### src/rtl/rvfi_order_serializer.sv
// Reorders NRET out-of-order RVFI retirement channels into one strictly in-order channel.
// Optional same-edge bypass of the head entry: define RVFI_SERIALIZER_BYPASS_EN.
module rvfi_order_serializer #(
  parameter int unsigned NRET      = 2,
  parameter int unsigned PAYLOAD_W = 128,
  parameter int unsigned DEPTH     = 8
) (
  input  logic                      clock,
  input  logic                      reset_n,
  input  logic [NRET-1:0]           in_valid,
  input  logic [64*NRET-1:0]        in_order,
  input  logic [PAYLOAD_W*NRET-1:0] in_payload,
  output logic                      out_valid,
  output logic [63:0]               out_order,
  output logic [PAYLOAD_W-1:0]      out_payload,
  output logic [63:0]               next_order,
  output logic                      err_dup,
  output logic                      err_ovf
);

  localparam int unsigned IdxW = $clog2(DEPTH);

  logic [63:0]           ch_order   [NRET];
  logic [PAYLOAD_W-1:0]  ch_payload [NRET];
  logic [IdxW-1:0]       ch_idx     [NRET];

  for (genvar g = 0; g < NRET; g++) begin : g_ch
    assign ch_order[g]   = in_order[64*g +: 64];
    assign ch_payload[g] = in_payload[PAYLOAD_W*g +: PAYLOAD_W];
    assign ch_idx[g]     = ch_order[g][IdxW-1:0];
  end

  logic [DEPTH-1:0]     vld_q, vld_d;
  logic [63:0]          slot_order_q   [DEPTH];
  logic [PAYLOAD_W-1:0] slot_payload_q [DEPTH];
  logic [63:0]          next_order_q, next_order_d;
  logic                 out_valid_q, out_valid_d;
  logic [63:0]          out_order_q, out_order_d;
  logic [PAYLOAD_W-1:0] out_payload_q, out_payload_d;
  logic                 err_dup_q, err_dup_d;
  logic                 err_ovf_q, err_ovf_d;
  logic [NRET-1:0]      acc;
  logic                 lower_eq;
`ifdef RVFI_SERIALIZER_BYPASS_EN
  logic                 byp_any;
`endif

  logic [IdxW-1:0] head;
  logic [64:0]     win_end;
  assign head    = next_order_q[IdxW-1:0];
  // 65-bit so the window end never wraps near the top of the order space
  assign win_end = {1'b0, next_order_q} + 65'(DEPTH);

  always_comb begin
    vld_d         = vld_q;
    next_order_d  = next_order_q;
    out_valid_d   = 1'b0;
    out_order_d   = out_order_q;
    out_payload_d = out_payload_q;
    err_dup_d     = err_dup_q;
    err_ovf_d     = err_ovf_q;
    acc           = '0;
    lower_eq      = 1'b0;
`ifdef RVFI_SERIALIZER_BYPASS_EN
    byp_any       = 1'b0;
`endif

    if (vld_q[head]) begin
      out_valid_d   = 1'b1;
      out_order_d   = slot_order_q[head];
      out_payload_d = slot_payload_q[head];
      vld_d[head]   = 1'b0;
      next_order_d  = next_order_q + 64'd1;
    end

    for (int i = 0; i < NRET; i++) begin
      lower_eq = 1'b0;
      for (int j = 0; j < i; j++) begin
        if (in_valid[j] && (ch_order[j] == ch_order[i])) lower_eq = 1'b1;
      end
      if (in_valid[i]) begin
        // head can only be targeted while empty, so it never collides with emission
        if ((ch_order[i] < next_order_q) || vld_q[ch_idx[i]] || lower_eq) begin
          err_dup_d = 1'b1;
        end else if ({1'b0, ch_order[i]} >= win_end) begin
          err_ovf_d = 1'b1;
`ifdef RVFI_SERIALIZER_BYPASS_EN
        end else if (!byp_any && (ch_order[i] == next_order_q)) begin
          byp_any       = 1'b1;
          out_valid_d   = 1'b1;
          out_order_d   = ch_order[i];
          out_payload_d = ch_payload[i];
          next_order_d  = next_order_q + 64'd1;
`endif
        end else begin
          vld_d[ch_idx[i]] = 1'b1;
          acc[i]           = 1'b1;
        end
      end
    end
  end

  always_ff @(posedge clock) begin
    if (!reset_n) begin
      vld_q         <= '0;
      next_order_q  <= '0;
      out_valid_q   <= 1'b0;
      out_order_q   <= '0;
      out_payload_q <= '0;
      err_dup_q     <= 1'b0;
      err_ovf_q     <= 1'b0;
    end else begin
      vld_q         <= vld_d;
      next_order_q  <= next_order_d;
      out_valid_q   <= out_valid_d;
      out_order_q   <= out_order_d;
      out_payload_q <= out_payload_d;
      err_dup_q     <= err_dup_d;
      err_ovf_q     <= err_ovf_d;
    end
  end

  // Slot contents are qualified by vld_q, so they need no reset
  always_ff @(posedge clock) begin
    for (int i = 0; i < NRET; i++) begin
      if (acc[i]) begin
        slot_order_q[ch_idx[i]]   <= ch_order[i];
        slot_payload_q[ch_idx[i]] <= ch_payload[i];
      end
    end
  end

  assign out_valid   = out_valid_q;
  assign out_order   = out_order_q;
  assign out_payload = out_payload_q;
  assign next_order  = next_order_q;
  assign err_dup     = err_dup_q;
  assign err_ovf     = err_ovf_q;

endmodule

### config.mk
export PLATFORM = sky130hd
export DESIGN_NAME = rvfi_order_serializer
export DESIGN_NICKNAME = d
export VERILOG_FILES = /design/src/rtl/rvfi_order_serializer.sv
export SDC_FILE = /design/constraint.sdc
export NUM_CORES = 2
export LEC_CHECK = 0
export CAP_MARGIN = 10
export CORE_MARGIN = 5
export CORE_UTILIZATION = 50
export CTS_BUF_LIST = sky130_fd_sc_hd__clkbuf_4
export CTS_CLUSTER_SIZE = 20
export DETAILED_ROUTE_END_ITERATION = 12
export GPL_TIMING_DRIVEN = 0
export HOLD_SLACK_MARGIN = 0.03
export PLACE_DENSITY = 0.69
export SYNTH_ARGS = -nofsm -noshare
export SYNTH_HDL_FRONTEND = slang
export SYNTH_SLANG_ARGS = --single-unit
### constraint.sdc
create_clock -name clock -period 11.4 [get_ports clock]
set_clock_uncertainty 0.15 [all_clocks]
set_input_delay 1.71 -clock clock [delete_from_list [all_inputs] [get_ports clock]]
set_output_delay 1.71 -clock clock [all_outputs]
set_load 0.02 [all_outputs]
# [Word-level counts from Yosys, hierarchy flattened]
# Memory sizes are Yosys's and may differ from the RTL's. A register that Yosys moved wholly into a read port is not among the register bits.
# Index checks and enable logic that the tools add are counted.
# Widths: inputs -> output; s select.
[totals] reg_bits=75 memories=2 ramBits=1536 input_bits=388
[classes] addsub=2 n_eq_ne=1 reduce_logical=9 muxes=41 n_bitwise=4 n_lt_le_gt_ge=10
[mem_list] memory="slot_payload_q" words=8 word_bits=128 rd=1 rd_ports_with_merged_regs=1 wr=2 line_no="35" text="logic [PAYLOAD_W-1:0] slot_payload_q [DEPTH];"
[mem_list] memory="slot_order_q" words=8 word_bits=64 rd=1 rd_ports_with_merged_regs=1 wr=2 line_no="34" text="logic [63:0] slot_order_q [DEPTH];"
[op_table] operator="$ge 64x65->1" count=2
[op_table] operator="$lt 64x64->1" count=2
[op_table] operator="$add 64x4->65 const B" count=1
[op_table] operator="$add 64x1->64 const B" count=1
[op_table] operator="$eq 64x64->1" count=1
[op_table] operator="$mux 8" count=7
[op_table] operator="$mux 1" count=28
[op_table] operator="$or 8x8->8" count=2
[op_table] operator="$lt 3x4->1 const B" count=3
[op_table] operator="$bmux 1 s3" count=3
[op_table] operator="$demux 1 s3" count=3
[op_table] operator="$ge 3x1->1 const B" count=3
[op_table] operator="$and 8x8->8" count=1
[op_table] operator="$not 8->8" count=1
[op_table] operator="$logic_and 1x1->1" count=4
[op_table] operator="$logic_or 1x1->1" count=3
[op_table] operator="$logic_not 1->1" count=2

# [Logic depth before layout (Yosys ltp)]
[depth] word_depth=15 depth_mapped=26

# [Worst setup path after synthesis]
# OpenSTA, ideal clock, no wires.
[synth_timing] path_kind="register to register" from="reg next_order_q[3], in the netlist next_order[3]" to="mem slot_order_q[1][0] (enable)" n_path_buf=6 slack_ps=1691 t_required_ps=10707 stages_incl_launch_ff=26 setup_ps=543 period_less_slack_ps=9709 t_arrival_ps=9015 path_cell_list="dfxtp_1 ha_1 nand3_1 or2_1 clkbuf_1 or4_1 clkbuf_1 nor4_4 nand3_1 or4_1 clkbuf_1 nor2_1 xnor2_1 ha_1 and4_1 nand4_1 nor2_1 a311oi_1 a31o_2 a21boi_2 and4_1 buf_4 buf_6 buf_4 a21oi_1 inv_1"
[synth_rtl] item="start: declaration" line_no="36" text="logic [63:0] next_order_q, next_order_d;"
[synth_rtl] item="start signal: assignment" line_no="114" text="next_order_q <= next_order_d;"
[synth_rtl] item="end: declaration" line_no="34"

==> reports/metrics.cfg <==
[setup_path]
worstPathMaxFanout=66
crit_chain=ha_1, nand3_1, or2_1, clkbuf_1, or4_1, clkbuf_1, nor4_4, nand3_1, or2_2, nor2_1, xnor2_1, ha_1, and3_1, a221o_1, a21oi_1, nand3_1, o21ai_0, o31ai_1, nor4_1, a21oi_1, inv_8, buf_16, buf_16
slowest_stage=nor4_1
critPathLaunchType=flip-flop
required_ps=12220
critPathMaxStageDelay_ps=790
critPathArrivalTime_ps=10510
timing.rr.start=next_order[3]
cpMostUsedCell=nand3_1
crit_start=next_order[3]
path_class=flip-flop to flip-flop
cp-end-kind=flip-flop

[floorplanning]
die_h_um=443
die_area_mm2=0.196
start_util=0.504
rows=158
die_w_um=443
io-pin-count=647
design.core.area_mm2=0.186

[synth]
syn_nets=7036
avgSynthCellArea_um2=14.6
synth.top_cell.area_share=0.493
synth_top_area_cell=edfxtp_1
synth-seq-area-share=0.550
synthFlopType=edfxtp_1
syn_inst=6406
ys_warn_count=0
synth_edf_count=1536
netlist_area_mm2=0.0936
synth_area_leaders=edfxtp_1 (49%), mux2_2 (16%), mux4_2 (9.3%)
async_flop_share=0
synth_seq_cells=1803
synth.distinct_cells=69

[place]
dpl.hpwl_mm=225
dp_slack_ps=2090
io_buffers=645
gp_congestion=0.987

[worst_hold_path]
hp-class=flip-flop to flip-flop
hold_start=err_ovf

[power_and_ir_drop]
power_switching_uw=3460
p_comb_frac=0.081
peakVddDrop_v=0.0000856
swShare=0.240
leakage_uw=0.0359
p_clk_frac=0.414
p_total_uw=14400
seqPwrFrac=0.506
power_density_mw_per_mm2=131
internal_power_uw=11000

[clock_tree]
cts_setup_buffers=0
holdBufCountCts=0
clock_path_buffers=4
cts_sinks=1803
numCtsBuffers=481
cts_tree=yes
post_cts_resized=0
cts_root_buf=clkbuf_4
clkSlewWorstSetupHoldPaths_ps=70
htree_levels=5
clock_latency_ps=1450

[grt]
groute.usage.overall=0.321
antenna_found_initial=75
grt-ovfl-total=0
grt_pass1_vias=65400
grt_max_degree=85
grt_first_pass_wirelength_mm=461

[routing]
drtIter0Drc=7135
routed_wirelength_mm=323
routedWlPerCell_um=30.8
first_pass_iters=6
drc=0
viasPerCell=6.17
vias=64800
ant_nets=0

[sta]
hold_viol=0
finalCritPeriodShare=0.850
rsz0062_at_grt=no
maxSlewViolCount=0
finalSetupViolations=0
min_period_ps=9690
tightest_slew_ps=1410
slew_headroom=0.0591
max_freq_mhz=103
setup_slack_ps=1710

[cells_and_area]
final_layout_size_suffix_gt1_frac=0.346
fin_util=0.595
nets=8196
areaGrowthSynthToFinish_pct=18.0

[outcome]
status=completed

[flow_run]
maxCapViolations=0

==> registers in the layout, indices dropped and copies added, names as in the netlist <==
register	cells
slot_payload_q	1024
slot_order_q	512
next_order	64
err_dup	1
vld_q	8
err_ovf	1
out_valid	1
out_payload	128
out_order	64
==> placed cells by master, fill, tap and decap left out, types with 111 or more instances in the layout <==
| cell | n |
|---|---|
| dfxtp_1 | 267 |
| clkbuf_1 | 222 |
| buf_1 | 118 |
| mux2_1 | 168 |
| clkbuf_4 | 775 |
| ha_1 | 242 |
| nor2_1 | 308 |
| mux4_2 | 386 |
| clkdlybuf4s50_1 | 645 |
| mux2_2 | 1314 |
| xnor2_1 | 125 |
| edfxtp_1 | 1536 |
| a311oi_1 | 193 |
| a21oi_1 | 111 |
| nand2_1 | 521 |
==> layer usage <==
metal	vias to the layer above	share of wire	track usage	wire length [um]
met5	-	0.00045	0	147
li1	27800	-	-	-
met4	24	0.052	0.165	16800
met2	3371	0.47	0.512	153000
met3	764	0.084	0.0667	27100
met1	32900	0.39	0.419	126000
==> cells by family after synthesis <==
family / synth area share
AOI/OAI and AO/OA: 0.0401
xor gates and xnor gates: 0.0158
adders and majority gates: 0.0323
buffers and inverters: 0.0339
DFF: 0.550
and+or+nand+nor: 0.0562
muxes: 0.272
==> per-stage QoR <==
step                      hold slack [ps]  instance area (um2)  TNS (ps)  std cells
after floorplan                       321                93600         0       6406
after global placement                309               103000  -6245420       9531
after detailed placement              316               104000         0       9561
after CTS                             323               110000         0      10400
after global routing                  332               110000         0      10500
final                                 325               111000         0      10500
==> power groups by stage <==
stage	registers, uW	clock network, uW	logic, uW
floorplan	7470	0	597
global placement	7490	0	1100
detailed placement	7450	0	1140
CTS	7310	6060	1150
global route	7310	6440	1240
finish	7310	5980	1160
==> worst max-delay path, delay by kind of cell (launching register included) <==
| kind | cells | cell delay [ps] |
|---|---|---|
| XOR/XNOR | 1 | 310 |
| buffers and inverters | 5 | 1850 |
| AND/OR/NAND/NOR | 10 | 3720 |
| adder cells (fa/ha/maj) | 2 | 640 |
| AO/OA/AOI/OAI | 5 | 1860 |
| flip-flops | 1 | 520 |
==> synth_stat cells, types with 13 or more instances <==
master / instances
nand3_1: 56
a21oi_1: 111
edfxtp_1: 1536
and4_1: 19
ha_1: 242
xnor2_1: 125
nand2_1: 521
a21o_1: 26
nand4_1: 74
nor2b_1: 19
dfxtp_1: 267
mux2_2: 1314
clkbuf_1: 230
mux2_1: 168
o21ai_0: 106
buf_6: 100
or4_1: 13
mux4_2: 386
inv_1: 83
nor2_1: 309
or2_2: 23
nor3_1: 42
buf_1: 118
xor2_1: 37
buf_2: 66
a311oi_1: 193
a211oi_1: 16
or3_1: 25
nor4_1: 36
==> final cells by class <==
cell class              count  area (um2)
plain buffers             525        2860
fillers                 14900       75300
clock inverters            99         543
well taps                2480        3100
repair buffers            677        7190
flip-flops and latches   1803       51500
clock buffers             775        5820
inverters                  88         368
multi-input cells        3990       39000
diodes                     62         155
==> worst paths after layout <==
kind	end	slack (ps)	cells past startpoint
hold / removal	err_ovf	330	2
hold reg to reg	err_ovf	330	2
setup / recovery	slot_payload_q[4][100]	1710	23
setup reg to reg	slot_payload_q[4][100]	1710	23
(Power assumes the default switching activity.)
